===== config.mk =====
export PLATFORM = sky130hd
export DESIGN_NAME = ehl_ahb_cmd_master_flat
export DESIGN_NICKNAME = d
export VERILOG_FILES = /design/src/rtl/ehl_ahb_cmd_master_if.sv /design/src/rtl/ehl_ahb_cmd_master.sv /design/src/flat_wrapper.sv
export SDC_FILE = /design/constraint.sdc
export NUM_CORES = 1
export LEC_CHECK = 0
export ABC_AREA = 1
export CORE_MARGIN = 2
export CORE_UTILIZATION = 38
export CTS_CLUSTER_DIAMETER = 100
export DETAILED_ROUTE_END_ITERATION = 12
export GPL_ROUTABILITY_DRIVEN = 0
export PLACE_DENSITY = 0.75
export RECOVER_POWER = 100
export SLEW_MARGIN = 10
export SYNTH_ARGS = -nofsm -noshare
export SYNTH_HDL_FRONTEND = slang
export SYNTH_SLANG_ARGS = --single-unit

===== constraint.sdc =====
create_clock -name hclk -period 1.7 [get_ports hclk]
set_clock_uncertainty 0.2 [all_clocks]
set_input_delay 0.17 -clock hclk [delete_from_list [all_inputs] [get_ports hclk]]
set_output_delay 0.17 -clock hclk [all_outputs]
set_load 0.1 [all_outputs]

===== src/rtl/ehl_ahb_cmd_master_if.sv =====
// AHB-Lite initiator-side signal bundle: the master drives the address/control
// and write data, the slave side returns read data, ready and response.
interface ehl_ahb_cmd_master_if;
  logic [31:0] haddr;
  logic [1:0]  htrans;
  logic        hwrite;
  logic [2:0]  hsize;
  logic [2:0]  hburst;
  logic [3:0]  hprot;
  logic [31:0] hwdata;
  logic [31:0] hrdata;
  logic        hready;
  logic [1:0]  hresp;

  modport master (
    output haddr, htrans, hwrite, hsize, hburst, hprot, hwdata,
    input  hrdata, hready, hresp
  );

  modport slave (
    input  haddr, htrans, hwrite, hsize, hburst, hprot, hwdata,
    output hrdata, hready, hresp
  );
endinterface


===== src/rtl/ehl_ahb_cmd_master.sv =====
// Single-transfer AHB-Lite initiator: a valid/ready command stream becomes
// pipelined NONSEQ/SINGLE transfers with one in-order response per command.
module ehl_ahb_cmd_master (
  input  logic                       hclk,
  input  logic                       hreset,
  input  logic                       cmd_valid,
  output logic                       cmd_ready,
  input  logic                       cmd_write,
  input  logic [31:0]                cmd_addr,
  input  logic [2:0]                 cmd_size,
  input  logic [31:0]                cmd_wdata,
  output logic                       rsp_valid,
  output logic [31:0]                rsp_rdata,
  output logic                       rsp_err,
  output logic [7:0]                 rsp_wait,
  ehl_ahb_cmd_master_if.master       ahb
);
  localparam logic [1:0] HTRANS_IDLE   = 2'b00;
  localparam logic [1:0] HTRANS_NONSEQ = 2'b10;

  // Address phase stage
  logic        ap_valid_reg;
  logic [31:0] ap_addr_reg;
  logic        ap_write_reg;
  logic [2:0]  ap_size_reg;
  logic [31:0] ap_wdata_reg;

  // Data phase stage
  logic        dp_valid_reg;
  logic        dp_write_reg;
  logic [31:0] dp_wdata_reg;
  logic [7:0]  wait_cnt_reg;

  logic        cancel_reg;
  logic        rsp_valid_reg;
  logic [31:0] rsp_rdata_reg;
  logic        rsp_err_reg;
  logic [7:0]  rsp_wait_reg;

  logic nonseq;
  logic adv;
  logic accept;
  logic retire;
  logic err_first;
  logic unused_hresp;

  assign nonseq    = ap_valid_reg & ~cancel_reg;
  assign adv       = ahb.hready & nonseq;
  assign cmd_ready = ~hreset & (~ap_valid_reg | adv);
  assign accept    = cmd_valid & cmd_ready;
  assign retire    = dp_valid_reg & ahb.hready;
  // First ERROR cycle: withdraw the pending address phase for the second cycle.
  assign err_first = dp_valid_reg & ~ahb.hready & ahb.hresp[0];
  assign unused_hresp = ahb.hresp[1];

  assign ahb.htrans = nonseq ? HTRANS_NONSEQ : HTRANS_IDLE;
  assign ahb.haddr  = ap_addr_reg;
  assign ahb.hwrite = ap_write_reg;
  assign ahb.hsize  = ap_size_reg;
  assign ahb.hburst = 3'b000;
  assign ahb.hprot  = 4'b0011;
  assign ahb.hwdata = dp_wdata_reg;

  assign rsp_valid = rsp_valid_reg;
  assign rsp_rdata = rsp_rdata_reg;
  assign rsp_err   = rsp_err_reg;
  assign rsp_wait  = rsp_wait_reg;

  always_ff @(posedge hclk) begin
    if (hreset) begin
      ap_valid_reg  <= 1'b0;
      ap_addr_reg   <= '0;
      ap_write_reg  <= 1'b0;
      ap_size_reg   <= '0;
      ap_wdata_reg  <= '0;
      dp_valid_reg  <= 1'b0;
      dp_write_reg  <= 1'b0;
      dp_wdata_reg  <= '0;
      wait_cnt_reg  <= '0;
      cancel_reg    <= 1'b0;
      rsp_valid_reg <= 1'b0;
      rsp_rdata_reg <= '0;
      rsp_err_reg   <= 1'b0;
      rsp_wait_reg  <= '0;
    end else begin
      if (accept) begin
        ap_valid_reg <= 1'b1;
        ap_addr_reg  <= cmd_addr;
        ap_write_reg <= cmd_write;
        ap_size_reg  <= cmd_size;
        ap_wdata_reg <= cmd_wdata;
      end else if (adv) begin
        ap_valid_reg <= 1'b0;
      end

      if (adv) begin
        dp_valid_reg <= 1'b1;
        dp_write_reg <= ap_write_reg;
        dp_wdata_reg <= ap_wdata_reg;
        wait_cnt_reg <= '0;
      end else if (retire) begin
        dp_valid_reg <= 1'b0;
      end else if (dp_valid_reg && !ahb.hready && wait_cnt_reg != 8'hFF) begin
        wait_cnt_reg <= wait_cnt_reg + 8'd1;
      end

      if (retire) begin
        cancel_reg <= 1'b0;
      end else if (err_first) begin
        cancel_reg <= 1'b1;
      end

      rsp_valid_reg <= retire;
      rsp_err_reg   <= retire & ahb.hresp[0];
      rsp_rdata_reg <= (retire && !dp_write_reg) ? ahb.hrdata : 32'h0;
      rsp_wait_reg  <= retire ? wait_cnt_reg : 8'h0;
    end
  end
endmodule


===== src/flat_wrapper.sv =====
// flat-port wrapper written by rule: the top's interface ports become plain ports
module ehl_ahb_cmd_master_flat 
  (hclk, hreset, cmd_valid, cmd_ready, cmd_write, cmd_addr, cmd_size, cmd_wdata, rsp_valid, rsp_rdata, rsp_err, rsp_wait, ahb_haddr, ahb_htrans, ahb_hwrite, ahb_hsize, ahb_hburst, ahb_hprot, ahb_hwdata, ahb_hrdata, ahb_hready, ahb_hresp);
  ehl_ahb_cmd_master_if ahb_i ();
  input  logic hclk;
  input  logic hreset;
  input  logic cmd_valid;
  output logic cmd_ready;
  input  logic cmd_write;
  input  logic [31:0] cmd_addr;
  input  logic [2:0] cmd_size;
  input  logic [31:0] cmd_wdata;
  output logic rsp_valid;
  output logic [31:0] rsp_rdata;
  output logic rsp_err;
  output logic [7:0] rsp_wait;
  output wire logic [$bits(ahb_i.haddr)-1:0] ahb_haddr;
  output wire logic [$bits(ahb_i.htrans)-1:0] ahb_htrans;
  output wire logic [$bits(ahb_i.hwrite)-1:0] ahb_hwrite;
  output wire logic [$bits(ahb_i.hsize)-1:0] ahb_hsize;
  output wire logic [$bits(ahb_i.hburst)-1:0] ahb_hburst;
  output wire logic [$bits(ahb_i.hprot)-1:0] ahb_hprot;
  output wire logic [$bits(ahb_i.hwdata)-1:0] ahb_hwdata;
  input wire logic [$bits(ahb_i.hrdata)-1:0] ahb_hrdata;
  input wire logic [$bits(ahb_i.hready)-1:0] ahb_hready;
  input wire logic [$bits(ahb_i.hresp)-1:0] ahb_hresp;
  assign ahb_haddr = ahb_i.haddr;
  assign ahb_htrans = ahb_i.htrans;
  assign ahb_hwrite = ahb_i.hwrite;
  assign ahb_hsize = ahb_i.hsize;
  assign ahb_hburst = ahb_i.hburst;
  assign ahb_hprot = ahb_i.hprot;
  assign ahb_hwdata = ahb_i.hwdata;
  assign ahb_i.hrdata = ahb_hrdata;
  assign ahb_i.hready = ahb_hready;
  assign ahb_i.hresp = ahb_hresp;
  ehl_ahb_cmd_master u_core (.hclk(hclk), .hreset(hreset), .cmd_valid(cmd_valid), .cmd_ready(cmd_ready), .cmd_write(cmd_write), .cmd_addr(cmd_addr), .cmd_size(cmd_size), .cmd_wdata(cmd_wdata), .rsp_valid(rsp_valid), .rsp_rdata(rsp_rdata), .rsp_err(rsp_err), .rsp_wait(rsp_wait), .ahb(ahb_i));
endmodule

# ---- After elaboration in Yosys (flattened, before gate mapping)
# Cells that the tools add are included.
dict set report word_totals {
  regBits 154
  latch_bits 0
  ram_bits 0
  mem_bits_ro 0
  in_bits 106
  out_inout_bits 120
  memories 0
}
dict set report op_classes {
  addsub 1
  n_mul 0
  div_mod_pow 0
  order_cmp 0
  n_eq_ne 1
  shifts 0
  muxes 5
  bitwise_logic 15
  n_reduce_logical 12
}
# op count
set ops {}
lappend ops {{8-bit by 1-bit adder with 8-bit output (second input constant)} 1}
lappend ops {{1-bit bitwise AND} 8}
lappend ops {{8-bit inequality test (second input constant)} 1}
lappend ops {{2-bit OR reduction} 4}
lappend ops {{1-bit NOT} 6}
lappend ops {{1-bit two-way mux} 4}
lappend ops {{2-bit nonzero test} 2}
lappend ops {{1-bit logical AND} 3}
lappend ops {{1-bit logical NOT} 2}
lappend ops {{2-bit two-way mux} 1}
lappend ops {{2-bit AND reduction} 1}
lappend ops {{1-bit OR} 1}

# ---- Logic depth before layout (Yosys ltp)
# Gate-level depths: netlist (run 1).
dict set report depth {
  ltp_word 7
  depth_mapped 9
  mapped_depth_nobuf 8
}

# ---- Least setup slack after synthesis (run 1)
# Ideal clock, no wire load.
dict set report synth_timing {
  path_kind {reg2reg}
  startpoint {reg u_core.ap_valid_reg}
  endpoint {reg u_core.ap_wdata_reg[22]}
  arrival_time_ns 1.702
  required_ns 1.439
  slack_ns -0.263
  stages_incl_launch_ff 9
  n_path_buf 2
  path_cell_list {dfxtp_1 > inv_1 > nor2_4 > nand2_1 > buf_2 > a21oi_4 > buf_2 > nand3_1 > nand2_1}
}
dict set report synth_via {
  elab_chain_len 5
  elab_cells_between_ends 6
}
# item line_no
set synth_rtl {}
lappend synth_rtl {{from (decl)} ehl_ahb_cmd_master.sv:22} ;# logic ap_valid_reg;
lappend synth_rtl {{from (signal assigned)} ehl_ahb_cmd_master.sv:71} ;# ap_valid_reg <= 1'b0;
lappend synth_rtl {{from (signal assigned)} ehl_ahb_cmd_master.sv:87} ;# ap_valid_reg <= 1'b1;
lappend synth_rtl {{from (signal assigned)} ehl_ahb_cmd_master.sv:93} ;# ap_valid_reg <= 1'b0;
lappend synth_rtl {{1-bit bitwise AND} ehl_ahb_cmd_master.sv:47} ;# assign nonseq = ap_valid_reg & ~cancel_reg;
lappend synth_rtl {{1-bit bitwise AND} ehl_ahb_cmd_master.sv:48} ;# assign adv = ahb.hready & nonseq;
lappend synth_rtl {{1-bit OR *} ehl_ahb_cmd_master.sv:49} ;# assign cmd_ready = ~hreset & (~ap_valid_reg | adv);
lappend synth_rtl {{1-bit bitwise AND *} ehl_ahb_cmd_master.sv:49}
lappend synth_rtl {{net cmd_ready} flat_wrapper.sv:8} ;# output logic cmd_ready;
lappend synth_rtl {{1-bit bitwise AND *} ehl_ahb_cmd_master.sv:50} ;# assign accept = cmd_valid & cmd_ready;
lappend synth_rtl {{to (signal assigned)} ehl_ahb_cmd_master.sv:91} ;# ap_wdata_reg <= cmd_wdata;
lappend synth_rtl {{to (decl)} ehl_ahb_cmd_master.sv:26} ;# logic [31:0] ap_wdata_reg;
# Mark *: on every way through the listed nets, which the timed path passes. The rest lies on a longest branch.
# A chain may end at the register's enable or synchronous reset.

# ---- Final worst setup path (run 1)
dict set report layout_timing {
  startpoint {reg u_core.ap_valid_reg}
  endpoint {out cmd_ready}
}
dict set report layout_via {
  elab_chain_len 4
  elab_cells_between_ends 5
}
# item line_no
set layout_rtl {}
lappend layout_rtl {{1-bit bitwise AND} ehl_ahb_cmd_master.sv:47}
lappend layout_rtl {{1-bit bitwise AND} ehl_ahb_cmd_master.sv:48}
lappend layout_rtl {{1-bit OR *} ehl_ahb_cmd_master.sv:49}
lappend layout_rtl {{1-bit bitwise AND *} ehl_ahb_cmd_master.sv:49}
lappend layout_rtl {{to (decl)} flat_wrapper.sv:8}
# Every way passes the cells marked *; elsewhere a longest branch is shown, timed or not.

==> results by group, run 1 <==
Status
  • Status: finished, violations left
  • Violated checks: setup timing

Power and ir drop
  • Leak pwr: 4.07 nW
  • Combinational share of power: 19.0%
  • Power per Cell Area: 1030 nW/µm²
  • Maximum VDD drop: 685 µV
  • Clock power share: 40.2%
  • Switching share of power: 28.1%
  • Pwr Total: 9.53 mW
  • Internal power: 6.85 mW
  • Switch Pwr: 2.68 mW
  • Sequential share of power: 40.8%

CTS
  • TritonCTS clock tree: built
  • Root buffer cell: clkbuf_16
  • CTS buffer count: 17
  • Clock slew seen by the registers of the worst setup and hold paths: 0.06 ns
  • CTS H-tree depth: 4
  • CTS Sinks: 154
  • Deepest clock path buffer count: 2
  • Worst-Skew Late Latency: 0.41 ns

Worst hold path
  • HP Class: in -> reg
  • Hold path cells: 3

Timing
  • Final hold viol count: 0
  • Final worst slack: -0.0827 ns
  • Final setup fails: 2
  • Worst slew margin: 63.1%
  • Slew Viols, Final: 0
  • Minimum clock period: 1.78 ns
  • RSZ-0062 raised after global routing: yes
  • Fmax: 561 MHz
  • Tcrit/Tclk final: 105%
  • Worst Tran Pin Value: 0.556 ns

Final layout
  • Commonest cells after routing, fill and taps aside: nand3_1 (177), dfxtp_1 (151), nand2_1 (124)
  • Fill cells: 1102
  • Final Cell Area: 9230 µm²
  • P&R area growth vs syn: 70.7%
  • Layout cells sized above 1: 22.1%
  • NumNets Final: 1012
  • Commonest non-fill, non-tap cell in the layout: nand3_1
  • Reg area: 3090 µm²
  • Fin cells: 1098
  • Area of the multi-input gates: 1910 µm²

Floorplan
  • Initial core utilization: 38.9%
  • Die height: 123 µm
  • I/O pin cnt: 226
  • DIE AREA: 15200 µm²
  • Core Footprint: 13900 µm²
  • Row count: 43
  • Die width: 123 µm

Routing
  • DR WL met3: 1.92 mm
  • Number of vias per cell: 4.82
  • Final ANT Viol Nets: 0
  • DRC Markers: 0
  • Wl on met1: 6.03 mm
  • Initial DRC Count: 229
  • Met2 Wirelength: 7.90 mm
  • Router iterations before antenna repair: 4
  • Routed len/inst: 14.6 µm
  • Vias: 5292
  • Uppermost layer routed: met4
  • Post-Route WL: 16.0 mm

Worst setup path
  • CP Max Fanout: 3
  • Reg2reg path depth: 9
  • Critical path buffers and inverters: 3
  • Critical path endpoint category: primary output
  • Flop2flop setup slack: 0.08 ns
  • WP data required: 1.33 ns
  • Kind of critical path: reg -> out
  • Startpoint class of the critical path: flip-flop
  • Top cell family by delay on the critical path: flip-flops
  • Crit. path cell count: 6
  • Critical Path Slowest Stage Cell: dfxtp_2
  • Max incr delay on CP: 0.34 ns
  • Worst setup path end: cmd_ready
  • CP Cell Sequence: inv_2, nor2_4, nand2_4, a21oi_4, buf_6, buf_12
  • Reg-to-Reg End: u_core.ahb.haddr[9]
  • Launching point of the worst reg2reg path: u_core.ap_valid_reg
  • Critical Path AT: 1.41 ns
  • CP startpoint: u_core.ap_valid_reg

Global routing
  • Vias in the first global route: 5117
  • Initial antenna violation count: 1
  • Global-route wire length before repair: 24.6 mm
  • Largest net degree at the start of global routing: 51
  • Gr ovfl total: 0
  • Global router's overall resource usage: 21.0%

Synthesis
  • Synth unique cells: 19
  • Sequential share of the synthesized area: 57.0%
  • Warnings, synthesis: 0
  • Synth Register Bits: 154
  • Synthesized area: 5410 µm²
  • Mapped Cells: 673
  • Syn_area_per_cell: 8.03 µm²

Placement
  • Port-buffer cells: 216
  • Dpl ws: -0.188 ns
  • DP HPWL: 11.4 mm
  • Dpl cells: 1054
  • Area after DPL: 9000 µm²

Run
  • Max cap viols: 0
-- kinds of logic (layout without fill, tap and decap cells) --
logic type               after synthesis  in the layout  synth area share (%)
flip-flops                           154            154                  57.0
adder cells (fa/ha/maj)                1              1                 0.231
buffers and inverters                108            346                  8.52
other                                  2              9                 0.139
AO/OA/AOI/OAI                         44             44                  4.28
AND/OR/NAND/NOR                      364            364                  29.8
-- power by group through the flow --
stage | Clock (mW) | Combinational, mW | Sequential (mW)
after floorplan | 0 | 0.440 | 4.51
after global placement | 0 | 1.77 | 3.95
after detailed placement | 0 | 1.78 | 3.96
after CTS | 3.91 | 1.80 | 3.88
after global routing | 4.06 | 1.90 | 3.90
final | 3.83 | 1.81 | 3.88
-- worst min-delay path by stage --
stage                            startpoint  slack [ns]                 endpoint
finish                               hreset        0.02         u_core.rsp_valid
detailed placement  u_core.ap_wdata_reg[17]        0.26  u_core.ap_wdata_reg[17]
global placement    u_core.ap_wdata_reg[16]        0.25  u_core.ap_wdata_reg[16]
CTS                                  hreset       0.005         u_core.rsp_valid
floorplan                      ahb_hresp[0]        0.08           u_core.rsp_err
global route                         hreset        0.03         u_core.rsp_valid
-- timing repair --
item                       in CTS  in global routing
cloned                          0                  1
buffers inserted                3                  7
resized for setup               6                  8
setup endpoints to repair       2                  9
hold buffers                    1                  0
pin swaps                       2                  4
hold endpoints to repair        9                  0
-- stage by stage --
stage                     util [%]  hold slack (ns)  TNS (ns)
final                         66.5           0.0237   -0.0889
after global routing          66.5           0.0278    -0.224
after CTS                     69.5          0.00481    -0.269
after detailed placement      64.8            0.257    -11.72
after global placement        64.8            0.252     -8.32
after floorplan                  -           0.0822         0
-- synth_stat cells (all sizes together) --
master	count	share of area, %
nand2	126	8.7
ha	1	0.23
inv	49	3.4
a21oi	43	4.2
conb	2	0.14
nand3	178	16
nand4	6	0.69
clkinv	1	0.069
nor2	54	3.9
clkbuf	31	2.2
dfxtp	154	57
buf	27	2.9
o21ai	1	0.092
-- area by class of cell --
| type | count | share of cell area [%] |
|---|---|---|
| clock buffer | 20 | 4.95 |
| antenna | 1 | 0.0271 |
| multi-input combinational | 417 | 20.7 |
| sequential | 154 | 33.5 |
| timing repair buffer | 265 | 34.9 |
| clock inverter | 11 | 1.57 |
| inverter | 50 | 2.03 |
| tap | 180 | 2.44 |
-- worst reg2reg max path, cell delays in order, from the launching register on --
cell	delay (ns)
dfxtp_2	0.34
inv_2	0.04
nor2_4	0.13
nand2_4	0.07
buf_4	0.15
nand2_1	0.09
nand3_2	0.12
buf_12	0.20
nand3_1	0.13
nand2_1	0.06
-- layer usage --
layer / GRT usage [%] / vias up
met5: 0 / -
met1: 22.6 / 2444
met2: 36.0 / 204
li1: - / 2629
met4: 6.18 / 0
met3: 10.6 / 15
No activity file was read; power rests on OpenSTA's default activity.
==> inputs of run 2 (changes only) <==
- CTS_CLUSTER_DIAMETER: 100 -> not set
- SETUP_SLACK_MARGIN: not set -> 0.3
==> results by group, run 2 (same netlist as run 1, synthesis figures left out) <==
Status
  • Status: finished, violations left
  • Violated checks: hold timing, setup timing

Floorplan
  • Initial core utilization: 38.9%
  • Core Footprint: 13900 µm²
  • Row count: 43
  • Die height: 123 µm
  • I/O pin cnt: 226
  • Die width: 123 µm
  • DIE AREA: 15200 µm²

Timing
  • Worst Tran Pin Value: 0.555 ns
  • Final setup fails: 2
  • Final hold viol count: 1
  • RSZ-0062 raised after global routing: yes
  • Fmax: 560 MHz
  • Tcrit/Tclk final: 105%
  • Final worst slack: -0.0844 ns
  • Minimum clock period: 1.78 ns
  • Slew Viols, Final: 0
  • Worst slew margin: 63.2%
  • Hold slack: -0.0984 ns

Final layout
  • Fin cells: 1107
  • Final Cell Area: 8480 µm²
  • P&R area growth vs syn: 56.8%
  • Final Util: 61.1%
  • Commonest non-fill, non-tap cell in the layout: nand3_1
  • Commonest cells after routing, fill and taps aside: nand3_1 (174), nand2_1 (119), dfxtp_1 (115)
  • NumNets Final: 1021
  • Layout cells sized above 1: 28.3%
  • Antenna cell count: 0

Worst hold path
  • HP Class: in -> reg
  • Hold_sp: hreset
  • Hold EP: u_core.rsp_valid
  • Hold path cells: 2

Power and ir drop
  • Pwr Total: 9.46 mW
  • Maximum VDD drop: 613 µV
  • Leak pwr: 4.01 nW
  • Power per Cell Area: 1120 nW/µm²

Routing
  • Final ANT Viol Nets: 0
  • Number of vias per cell: 4.89
  • Post-Route WL: 17.7 mm
  • Vias: 5409
  • DRC Markers: 0
  • Initial DRC Count: 223
  • Router iterations before antenna repair: 4
  • Routed len/inst: 16.0 µm

Run
  • Max cap viols: 0

Placement
  • Dpl cells: 1047
  • Port-buffer cells: 216
  • Area after DPL: 9030 µm²
  • Dpl ws: -0.183 ns
  • DP HPWL: 11.4 mm

Worst setup path
  • WP data required: 1.33 ns
  • Launching point of the worst reg2reg path: u_core.ap_valid_reg
  • Startpoint class of the critical path: flip-flop
  • Critical path endpoint category: primary output
  • Reg-to-Reg End: u_core.ap_wdata_reg[26]
  • Reg2reg path depth: 10
  • Flop2flop setup slack: 0.02 ns
  • Critical Path AT: 1.41 ns
  • Kind of critical path: reg -> out
  • CP Max Fanout: 2

Global routing
  • Initial antenna violation count: 2
  • Vias in the first global route: 5363
  • Gr ovfl total: 0
  • Global router's overall resource usage: 22.9%
  • Global-route wire length before repair: 26.6 mm
  • Largest net degree at the start of global routing: 35

CTS
  • TritonCTS clock tree: built
  • Worst-Skew Late Latency: 0.41 ns
  • CTS buffer count: 17
  • Root buffer cell: clkbuf_16
  • Hold_buf cts: 2
  • CTS Sinks: 154
  • Deepest clock path buffer count: 2
  • Clock slew seen by the registers of the worst setup and hold paths: 0.06 ns
  • CTS H-tree depth: 4
==> run 2: changes by cell type in the layout (fill, tap and decap cells not counted), sizes merged, moves of 2 or more <==
cell | previous run | this run
buf | 138 | 125
bufbuf | 0 | 2
clkinvlp | 3 | 1
clkbuf | 44 | 65
==> run 2: what timing repair did <==
action | 4_1_cts | 5_1_grt
setup endpoints to repair | 153 | 149
resized for setup | 28 | 17
hold endpoints to repair | 11 | 1
gates cloned | 10 | 0
buffers inserted | 11 | 5
pin swaps | 3 | 4
==> run 2: how the worst max path moves through the flow <==
stage | startpoint | end | slack, ns | depth (start not counted)
3_5_place_dp | ahb_hready | u_core.rsp_rdata[20] | -0.18 | 7
2_1_floorplan | u_core.ap_valid_reg | u_core.ap_wdata_reg[12] | 0.1 | 9
6_report | u_core.ap_valid_reg | cmd_ready | -0.08 | 6
4_1_cts | u_core.ap_valid_reg | cmd_ready | -0.11 | 6
5_1_grt | u_core.ap_valid_reg | cmd_ready | -0.15 | 6
3_3_place_gp | ahb_hready | u_core.rsp_wait[0] | -0.14 | 6
==> run 2: metal layers <==
metal  global-route usage, %  part of all wire, %  vias up
met3                    10.2                   11       32
met5                       0                 0.13        -
li1                        -                    -     2648
met2                    40.2                   49      207
met4                    7.46                  1.7        4
met1                    24.5                   38     2518
==> run 2: final cells by class <==
class | count | area, µm²
Fill cell | 1174 | 5400
Sequential cell | 154 | 3140
Timing Repair Buffer | 274 | 2320
Multi-Input combinational cell | 417 | 1980
Clock buffer | 22 | 484
Tap cell | 180 | 225
Inverter | 50 | 188
Clock inverter | 10 | 139
==> run 2: report_power, final <==
part	internal, mW	switching [mW]
clock network	2.47	1.49
logic	0.530	1.14
registers	3.76	0.0740
==> run 2: metrics by stage <==
step / hold slack (ns) / TNS, ns
floorplan: 0.0822 / 0
global placement: 0.242 / -11.00
detailed placement: 0.255 / -15.43
CTS: -0.0987 / -1.16
global route: -0.0696 / -2.77
finish: -0.0984 / -0.117
==> run 2: critical path, cell delays in order, from the launching register on <==
cell and delay [ns]:
dfxtp_2 0.33, inv_2 0.04, nor2_4 0.10, nand2_4 0.06, a21oi_4 0.17, buf_12 0.13, buf_12 0.16
==> inputs of run 3 (changes only) <==
- CORE_UTILIZATION: 38 -> 56
- DONT_BUFFER_PORTS: not set -> 1
- PLACE_DENSITY: 0.75 -> 0.74
- SETUP_SLACK_MARGIN: 0.3 -> 0.05
==> results by group, run 3 (same netlist as run 1, synthesis figures left out) <==
Status
  • Status: finished, violations left
  • Violated checks: hold timing, setup timing

Global routing
  • Vias in the first global route: 5676
  • Global router's overall resource usage: 33.7%
  • Initial antenna violation count: 0
  • Global-route wire length before repair: 27.1 mm
  • Largest net degree at the start of global routing: 70
  • Gr ovfl total: 0

Worst hold path
  • HP Class: in -> reg

Final layout
  • Commonest non-fill, non-tap cell in the layout: nand3_1
  • P&R area growth vs syn: 52.6%
  • Antenna cell count: 0
  • NumNets Final: 995
  • Layout cells sized above 1: 22.0%
  • Commonest cells after routing, fill and taps aside: nand3_1 (175), dfxtp_1 (151), buf_4 (128)
  • Final Util: 88.8%

CTS
  • Worst-Skew Late Latency: 0.51 ns
  • Deepest clock path buffer count: 2
  • CTS H-tree depth: 4
  • Root buffer cell: clkbuf_8
  • CTS buffer count: 17
  • Hold_buf cts: 108
  • Clock slew seen by the registers of the worst setup and hold paths: 0.07 ns
  • TritonCTS clock tree: built
  • CTS Sinks: 154

Worst setup path
  • Top cell family by delay on the critical path: flip-flops
  • Critical Path AT: 1.49 ns
  • Critical Path Slowest Stage Cell: dfxtp_2
  • Critical path endpoint category: primary output
  • Startpoint class of the critical path: flip-flop
  • WP data required: 1.33 ns
  • Critical path buffers and inverters: 2
  • Max incr delay on CP: 0.34 ns
  • CP Cell Sequence: nor2_4, nand2_4, a21oi_4, buf_6, buf_12
  • CP Max Fanout: 4
  • Kind of critical path: reg -> out

Run
  • Max cap viols: 0

Timing
  • Tcrit/Tclk final: 109%
  • RSZ-0062 raised after global routing: yes
  • Fmax: 538 MHz
  • Final setup fails: 2
  • Hold slack: -0.385 ns
  • Minimum clock period: 1.86 ns
  • Final hold viol count: 112
  • Final worst slack: -0.159 ns
  • Slew Viols, Final: 0

Routing
  • Vias: 5593
  • Final ANT Viol Nets: 0
  • Router iterations before antenna repair: 5
  • Routed len/inst: 17.6 µm
  • Initial DRC Count: 452
  • Number of vias per cell: 5.43
  • DRC Markers: 0
  • Post-Route WL: 18.1 mm

Floorplan
  • I/O pin cnt: 226
  • Die width: 102 µm
  • Core Footprint: 9280 µm²
  • DIE AREA: 10500 µm²
  • Initial core utilization: 58.2%
  • Die height: 102 µm
  • Row count: 35

Power and ir drop
  • Pwr Total: 8.84 mW
  • Combinational share of power: 18.0%
  • Maximum VDD drop: 687 µV
  • Sequential share of power: 43.4%
  • Power per Cell Area: 1070 nW/µm²
  • Switch Pwr: 2.74 mW
  • Internal power: 6.10 mW
  • Clock power share: 38.6%
  • Switching share of power: 31.0%
  • Leak pwr: 3.83 nW

Placement
  • Port-buffer cells: 0
  • DP HPWL: 9.08 mm
[run 3: cell types whose count changed in the layout (fill, tap and decap cells not counted), sizes merged]
cell / before / now
bufinv: 3 / 0
clkbuf: 65 / 18
clkinv: 5 / 4
inv: 51 / 55
dlymetal6s4s: 0 / 1
dlygate4sd2: 1 / 0
dlygate4sd3: 2 / 104
buf: 125 / 140
clkinvlp: 1 / 6
clkdlybuf4s50: 101 / 0
[run 3: metrics by stage]
| step | cells | TNS [ns] | cell area [µm²] | hold slack, ns | worst slack [ns] |
|---|---|---|---|---|---|
| 3_3_place_gp | 880 | 0 | 6360 | 0.0447 | 0.108 |
| 3_5_place_dp | 880 | -0.0186 | 6360 | 0.0455 | -0.0186 |
| 5_1_grt | 1030 | -0.356 | 8250 | -0.410 | -0.240 |
| 2_1_floorplan | 679 | 0 | 5450 | 0.0822 | 0.0552 |
| 4_1_cts | 1029 | -1.51 | 8180 | -0.413 | -0.178 |
| 6_report | 1030 | -0.205 | 8250 | -0.385 | -0.159 |
[run 3: what timing repair did]
action,in CTS,in global routing
buffers inserted,6,1
pin swaps,1,3
gates cloned,3,1
endpoints found under the hold margin,154,112
resized for setup,10,20
setup endpoints to repair,12,22
[run 3: final timing paths]
path	startpoint	end	slack, ns	cells past startpoint
setup reg to reg	u_core.cancel_reg	u_core.ahb.hwdata[24]	0.06	7
setup / recovery	u_core.cancel_reg	cmd_ready	-0.16	5
hold reg to reg	u_core.dp_write_reg	u_core.dp_write_reg	0.26	2
hold / removal	cmd_valid	u_core.ahb.haddr[26]	-0.38	2
[run 3: layout make-up]
type,instances,area [µm²]
clock inverters,14,113
repair buffers,247,2300
clock buffers,18,428
multi-input cells,417,1960
inverters,50,191
fillers,453,1040
flip-flops and latches,154,3090
well taps,129,161
repair inverters,1,5.00
[run 3: per-layer routing]
| metal | GRT usage [%] | part of all wire (%) | vias up |
|---|---|---|---|
| met5 | 0 | 0 | - |
| met4 | 14.5 | 2.7 | 0 |
| met3 | 10.5 | 9.5 | 47 |
| met2 | 61.6 | 53 | 346 |
| met1 | 35.7 | 35 | 2603 |
| li1 | - | - | 2597 |
[run 3: power groups by stage]
stage / combinational, mW / clock (mW) / sequential [mW]
floorplan: 0.443 / 0 / 4.51
detailed placement: 1.24 / 0 / 3.91
CTS: 1.54 / 3.42 / 3.83
finish: 1.59 / 3.41 / 3.84
global route: 1.65 / 3.59 / 3.85
global placement: 1.23 / 0 / 3.90
